<file path="src/rtl/rom_led_player.sv">
// ROM-driven LED pattern sequencer: steps a ROM address at a fixed rate and
// registers the returned pattern onto the LEDs (loop, one-shot, ping-pong).
module rom_led_player #(
  parameter int LED_W    = 4,
  parameter int ADDR_W   = 14,
  parameter int DEPTH    = 16384,
  parameter int STEP_CYC = 100000,
  parameter int ROM_LAT  = 1
) (
  input  logic              clk_1m,
  input  logic              sys_rst_n,
  input  logic              start,
  input  logic              pause,
  input  logic [1:0]        mode,
  output logic [ADDR_W-1:0] rom_addr,
  input  logic [LED_W-1:0]  rom_q,
  output logic [LED_W-1:0]  led,
  output logic              busy,
  output logic              done
);

  localparam int                CNT_W     = $clog2(STEP_CYC);
  localparam logic [ADDR_W-1:0] LAST      = ADDR_W'(DEPTH - 1);
  localparam logic [CNT_W-1:0]  STEP_LAST = CNT_W'(STEP_CYC - 1);
  localparam logic [1:0]        MODE_ONESHOT  = 2'd1;
  localparam logic [1:0]        MODE_PINGPONG = 2'd2;

  typedef enum logic {IDLE, RUN} state_t;
  typedef enum logic {UP, DOWN} dir_t;

  state_t             state;
  dir_t               dir;
  logic [CNT_W-1:0]   step_cnt;
  logic [ROM_LAT:0]   load_pipe;
  logic               tick;
  logic               finish;
  logic               addr_wr;

  assign tick    = (state == RUN) && !pause && (step_cnt == STEP_LAST);
  assign finish  = tick && (mode == MODE_ONESHOT) && (rom_addr == LAST);
  assign addr_wr = start || (tick && !finish);

  // Playback FSM; start takes priority over pause, ticks and completion.
  always_ff @(posedge clk_1m or negedge sys_rst_n) begin
    if (!sys_rst_n) begin
      state    <= IDLE;
      dir      <= UP;
      step_cnt <= '0;
      rom_addr <= '0;
      busy     <= 1'b0;
      done     <= 1'b0;
    end else begin
      done <= 1'b0;
      if (start) begin
        state    <= RUN;
        busy     <= 1'b1;
        rom_addr <= '0;
        step_cnt <= '0;
        dir      <= UP;
      end else if (state == RUN && !pause) begin
        if (tick) begin
          step_cnt <= '0;
          case (mode)
            MODE_ONESHOT: begin
              dir <= UP;
              if (rom_addr == LAST) begin
                done  <= 1'b1;
                busy  <= 1'b0;
                state <= IDLE;
              end else begin
                rom_addr <= rom_addr + ADDR_W'(1);
              end
            end
            MODE_PINGPONG: begin
              // A single-entry ROM has no second address to bounce to.
              if (dir == UP) begin
                if (rom_addr == LAST) begin
                  if (LAST != '0) begin
                    dir      <= DOWN;
                    rom_addr <= rom_addr - ADDR_W'(1);
                  end
                end else begin
                  rom_addr <= rom_addr + ADDR_W'(1);
                end
              end else begin
                if (rom_addr == '0) begin
                  dir      <= UP;
                  rom_addr <= (LAST == '0) ? '0 : ADDR_W'(1);
                end else begin
                  rom_addr <= rom_addr - ADDR_W'(1);
                end
              end
            end
            default: begin
              dir      <= UP;
              rom_addr <= (rom_addr == LAST) ? '0 : rom_addr + ADDR_W'(1);
            end
          endcase
        end else begin
          step_cnt <= step_cnt + CNT_W'(1);
        end
      end
    end
  end

  // One stage beyond ROM_LAT because rom_addr is itself registered.
  always_ff @(posedge clk_1m or negedge sys_rst_n) begin
    if (!sys_rst_n) begin
      load_pipe <= '0;
      led       <= '0;
    end else begin
      load_pipe <= {load_pipe[ROM_LAT-1:0], addr_wr};
      if (load_pipe[ROM_LAT]) led <= rom_q;
    end
  end

endmodule

</file>
<file path="config.mk">
export PLATFORM = sky130hd
export DESIGN_NAME = rom_led_player
export DESIGN_NICKNAME = d
export VERILOG_FILES = /design/src/rtl/rom_led_player.sv
export SDC_FILE = /design/constraint.sdc
export NUM_CORES = 1
export LEC_CHECK = 0
export BUFFER_PORTS_ARGS = -buffer_cell sky130_fd_sc_hd__buf_2
export CORE_ASPECT_RATIO = 1.1
export CORE_MARGIN = 2
export CORE_UTILIZATION = 29
export CTS_CLUSTER_DIAMETER = 30
export CTS_CLUSTER_SIZE = 16
export DETAILED_ROUTE_END_ITERATION = 10
export HOLD_SLACK_MARGIN = 0.08
export PLACE_DENSITY = 0.48
export SYNTH_ARGS = -nofsm -noshare
export SYNTH_HDL_FRONTEND = slang
export SYNTH_SLANG_ARGS = --single-unit
</file>
<file path="constraint.sdc">
create_clock -name clk_1m -period 2.4 [get_ports clk_1m]
set_input_delay 0 -clock clk_1m [delete_from_list [all_inputs] [get_ports clk_1m]]
set_output_delay 0 -clock clk_1m [all_outputs]
set_load 0.01 [all_outputs]
</file>
==> summary.json <==
{
  "worst_setup_path_startpoint": {"value": "step_cnt[14]"},
  "ys_top_cells_by_area": {"value": "sky130_fd_sc_hd__dfrtp_1, sky130_fd_sc_hd__nor2_1, sky130_fd_sc_hd__xor2_1, sky130_fd_sc_hd__nand2_1, sky130_fd_sc_hd__xnor2_1"},
  "async_flop_share": {"value": 100, "unit": "%"},
  "area_share_of_xor_xnor_cells_in_the_synthesized_design": {"value": 8.05, "unit": "%"},
  "hp-class": {"value": "input pin to register"},
  "drt-initial-drc-count": {"value": 154},
  "synth-compound-area-share": {"value": 16.9, "unit": "%"},
  "clockPowerShare": {"value": 42.3, "unit": "%"},
  "report.final.hold_viol_count": {"value": 0},
  "unrepaired_setup_endpoints_after_global_routing": {"value": "yes"},
  "fmaxAchievable": {"value": 409, "unit": "MHz"},
  "drc": {"value": 0},
  "num_io_pins": {"value": 30},
  "r2r-end": {"value": "rom_addr[8]"},
  "topRoutingLayerUsed": {"value": "met4"},
  "detail_route.vias_per_cell": {"value": 5.39},
  "largest_voltage_drop_on_the_vdd_net": {"value": 182, "unit": "µV"},
  "timing.final.crit_period": {"value": 2.45, "unit": "ns"},
  "finalWorstSetupSlack": {"value": -0.0469, "unit": "ns"},
  "tritoncts_clock_tree": {"value": "yes"},
  "synthCells": {"value": 332},
  "total_grt_overflow": {"value": 0},
  "clock_sink_count": {"value": 40},
  "synth-main-ff-cell": {"value": "sky130_fd_sc_hd__dfrtp_1"},
  "die_y_extent": {"value": 108, "unit": "µm"},
  "grt_pass1_vias": {"value": 2719},
  "static-leakage-power": {"value": 1.73, "unit": "nW"},
  "path_clk_slew": {"value": 0.09, "unit": "ns"},
  "clockRootBuffer": {"value": "sky130_fd_sc_hd__clkbuf_8"},
  "yosys.area_share.simple": {"value": 29.9, "unit": "%"},
  "detailroute.wirelength.met3": {"value": 225, "unit": "µm"},
  "power.density": {"value": 369, "unit": "nW/µm²"},
  "timing_worst_slew_pin_value": {"value": 0.950, "unit": "ns"},
  "clock_insertion_delay_worst_skew": {"value": 0.30, "unit": "ns"},
  "initial_core_util": {"value": 30.0, "unit": "%"},
  "synthToLayoutAreaGrowth": {"value": 37.3, "unit": "%"},
  "timing_max_transition_violations_final": {"value": 0},
  "timing.setup.critical_path_class": {"value": "register to register"},
  "synth_mux_area_share": {"value": 2.65, "unit": "%"},
  "yosys_register_bits": {"value": 40},
  "status": {"value": "finished, violations left"},
  "cts_max_level": {"value": 2},
  "drtAntennaViolNets": {"value": 0},
  "max_cap_viol_count": {"value": 0},
  "synth_top_family_by_area": {"value": "simple AND/OR/NAND/NOR gates"},
  "detailed_place.area": {"value": 3560, "unit": "µm²"},
  "met2_wirelength": {"value": 4590, "unit": "µm"},
  "synth_nets": {"value": 347},
  "power.internal": {"value": 1.08, "unit": "mW"},
  "synth.lib_cells_used.distinct": {"value": 64},
  "fin_hold_ws": {"value": 0.0937, "unit": "ns"},
  "wirelength_met1": {"value": 4040, "unit": "µm"},
  "routed_wirelength": {"value": 9100, "unit": "µm"},
  "p_sw_share": {"value": 24.9, "unit": "%"},
  "synth_seq_area_share": {"value": 35.4, "unit": "%"},
  "port_buffers": {"value": 29},
  "r2r_setup_slack": {"value": -0.05, "unit": "ns"},
  "setup.worst_path.start_class": {"value": "register"},
  "finalWeightedCongestion": {"value": 0.873},
  "power.switching": {"value": 0.356, "unit": "mW"},
  "combPwrFrac": {"value": 9.5, "unit": "%"},
  "fp-row-count": {"value": 37},
  "synth.yosys.warnings": {"value": 0},
  "final_net_count": {"value": 438},
  "yosysTopAreaCell": {"value": "sky130_fd_sc_hd__dfrtp_1"},
  "data_required_time_of_the_critical_path": {"value": 2.63, "unit": "ns"},
  "core-area": {"value": 9440, "unit": "µm²"},
  "final_number_of_setup_violating_endpoints": {"value": 4},
  "period_share": {"value": 102, "unit": "%"},
  "global_route_wire_length_before_repair": {"value": 14600, "unit": "µm"},
  "yosys.area_share.adder": {"value": 2.21, "unit": "%"},
  "globalRouteTotalUtil": {"value": 17.4, "unit": "%"},
  "grt_max_degree": {"value": 41},
  "violations": {"value": "negative setup slack"},
  "routed_wire_length_per_instance": {"value": 16.8, "unit": "µm"},
  "post_route_cells_drive_above_1_share": {"value": 35.4, "unit": "%"},
  "timing.critical_path.fanout_max": {"value": 4},
  "synth-edff-count": {"value": 0},
  "netlist_area_before_placement": {"value": 2830, "unit": "µm²"},
  "capture_point_of_the_critical_path": {"value": "rom_addr[8]"},
  "ff2ff_path_depth": {"value": 6},
  "timing.critical_path.to_type": {"value": "register"},
  "cts_inserted_buffers": {"value": 5},
  "cp.arrival": {"value": 2.68, "unit": "ns"},
  "synth_top_area_share": {"value": 35.4, "unit": "%"},
  "antenna_cells": {"value": 0},
  "share_seq_of_total_power": {"value": 48.2, "unit": "%"},
  "r2r_start": {"value": "step_cnt[14]"},
  "dieArea": {"value": 10600, "unit": "µm²"},
  "clock-skew-final": {"value": 0.00419, "unit": "ns"},
  "max_slew_margin": {"value": 36.7, "unit": "%"},
  "num_vias": {"value": 2917},
  "cts_max_path_buffers": {"value": 2},
  "drt-pass1-iter-count": {"value": 4},
  "syn-mean-instance-area": {"value": 8.52, "unit": "µm²"},
  "place_hpwl": {"value": 6790, "unit": "µm"},
  "antenna_found_initial": {"value": 0},
  "postLayoutCellArea": {"value": 3880, "unit": "µm²"},
  "die_width": {"value": 98.2, "unit": "µm"},
  "tns": {"value": -0.136, "unit": "ns"}
}
-- sequential cells by signal, summed over array words and instances (netlist names) --
| register | flops |
|---|---|
| rom_addr | 14 |
| led | 4 |
| load_pipe | 2 |
| dir | 1 |
| done | 1 |
| step_cnt | 17 |
| state | 1 |
-- cell usage in the layout, fill, tap and decap left out, types with 3 or more instances in the layout --
| master | instances |
|---|---|
| sky130_fd_sc_hd__a21oi_1 | 12 |
| sky130_fd_sc_hd__a31oi_1 | 5 |
| sky130_fd_sc_hd__and3_1 | 4 |
| sky130_fd_sc_hd__buf_2 | 29 |
| sky130_fd_sc_hd__buf_4 | 72 |
| sky130_fd_sc_hd__clkbuf_8 | 6 |
| sky130_fd_sc_hd__dfrtp_1 | 38 |
| sky130_fd_sc_hd__dlygate4sd3_1 | 5 |
| sky130_fd_sc_hd__ha_1 | 3 |
| sky130_fd_sc_hd__inv_1 | 9 |
| sky130_fd_sc_hd__mux2_2 | 4 |
| sky130_fd_sc_hd__mux2i_1 | 3 |
| sky130_fd_sc_hd__nand2_1 | 29 |
| sky130_fd_sc_hd__nand2b_1 | 4 |
| sky130_fd_sc_hd__nand3_1 | 15 |
| sky130_fd_sc_hd__nand4_1 | 6 |
| sky130_fd_sc_hd__nor2_1 | 38 |
| sky130_fd_sc_hd__nor3_1 | 10 |
| sky130_fd_sc_hd__nor4_1 | 8 |
| sky130_fd_sc_hd__nor4_4 | 4 |
| sky130_fd_sc_hd__o21ai_0 | 6 |
| sky130_fd_sc_hd__o22ai_1 | 6 |
| sky130_fd_sc_hd__o31ai_1 | 3 |
| sky130_fd_sc_hd__or3_1 | 7 |
| sky130_fd_sc_hd__or4_1 | 4 |
| sky130_fd_sc_hd__or4_4 | 5 |
| sky130_fd_sc_hd__xnor2_1 | 12 |
| sky130_fd_sc_hd__xor2_1 | 14 |
-- worst min path at each step --
| stage | cells past startpoint | endpoint | from |
|---|---|---|---|
| global placement | 1 | led[1] | sys_rst_n |
| floorplan | 0 | dir | sys_rst_n |
| finish | 2 | step_cnt[6] | start |
| CTS | 2 | step_cnt[13] | start |
| global route | 2 | step_cnt[6] | start |
| detailed placement | 1 | led[1] | sys_rst_n |
-- routing by layer --
| layer | up-vias | global-route usage, % |
|---|---|---|
| met3 | 19 | 2.21 |
| met2 | 62 | 30.2 |
| met5 | - | 0 |
| met4 | 0 | 5.77 |
| li1 | 1411 | - |
| met1 | 1425 | 22.5 |
-- power groups by stage --
stage	Clock (mW)	Sequential [mW]	Combinational, mW
after floorplan	0	0.708	0.0626
after global placement	0	0.704	0.126
after detailed placement	0	0.705	0.125
after CTS	0.626	0.692	0.132
after global routing	0.658	0.693	0.149
final	0.606	0.691	0.137
-- synthesized netlist by cell type, types with 3 or more instances --
cell / count
sky130_fd_sc_hd__nand2b_1: 4
sky130_fd_sc_hd__ha_1: 5
sky130_fd_sc_hd__mux2i_1: 3
sky130_fd_sc_hd__and3_1: 4
sky130_fd_sc_hd__o22ai_1: 6
sky130_fd_sc_hd__nor2_1: 39
sky130_fd_sc_hd__o31ai_1: 3
sky130_fd_sc_hd__o32ai_1: 3
sky130_fd_sc_hd__or4_1: 7
sky130_fd_sc_hd__a21oi_1: 14
sky130_fd_sc_hd__nor4_1: 12
sky130_fd_sc_hd__buf_2: 10
sky130_fd_sc_hd__nand3_1: 15
sky130_fd_sc_hd__xnor2_1: 12
sky130_fd_sc_hd__clkbuf_1: 12
sky130_fd_sc_hd__o21ai_0: 7
sky130_fd_sc_hd__or3_1: 7
sky130_fd_sc_hd__nand4_1: 6
sky130_fd_sc_hd__dfrtp_1: 40
sky130_fd_sc_hd__a31oi_1: 5
sky130_fd_sc_hd__nor3_1: 11
sky130_fd_sc_hd__nand2_1: 29
sky130_fd_sc_hd__inv_1: 11
sky130_fd_sc_hd__xor2_1: 14
sky130_fd_sc_hd__mux2_2: 4
-- layout make-up --
| type | instances | area (µm²) |
|---|---|---|
| clock buffers | 6 | 82.6 |
| clock inverters | 2 | 38.8 |
| fillers | 966 | 5560 |
| repair buffers | 106 | 736 |
| inverters | 11 | 41.3 |
| multi-input cells | 259 | 1840 |
| flip-flops and latches | 40 | 1000 |
| well taps | 117 | 146 |
-- through the flow --
step / setup WS [ns] / cells / utilization [%] / power [mW]
3_3_place_gp: -0.0487 / 521 / 37.7 / 0.830
5_1_grt: -0.112 / 541 / 41.1 / 1.50
3_5_place_dp: -0.0599 / 521 / 37.7 / 0.831
2_1_floorplan: -0.0835 / 332 / - / 0.770
6_report: -0.0469 / 541 / 41.1 / 1.43
4_1_cts: -0.0642 / 536 / 40.0 / 1.45
-- worst max-delay path, stage by stage (launching register included) --
cell and delay, ns:
sky130_fd_sc_hd__dfrtp_1 0.41, sky130_fd_sc_hd__nor4_4 0.29, sky130_fd_sc_hd__or4b_4 0.51, sky130_fd_sc_hd__or4_4 0.47, sky130_fd_sc_hd__or4_4 0.46, sky130_fd_sc_hd__o21ai_2 0.13
sky130_fd_sc_hd__o2bb2ai_1 0.11
-- logic make-up (layout without fill, tap and decap cells) --
logic type | Yosys count | in the layout
and+or+nand+nor | 155 | 155
AOI/OAI and AO/OA | 66 | 66
DFF | 40 | 40
buffers and inverters | 33 | 125
xor gates and xnor gates | 26 | 26
muxes | 7 | 7
adders and majority gates | 5 | 5
-- what timing repair did --
item | CTS | global route
cloned | 0 | 0
endpoints found under the hold margin | 44 | 0
pin swaps | 2 | 2
gates resized for setup | 5 | 14
hold buffers | 5 | 0
buffers inserted | 2 | 5
setup endpoints to repair | 10 | 13
(Power assumes the default switching activity.)
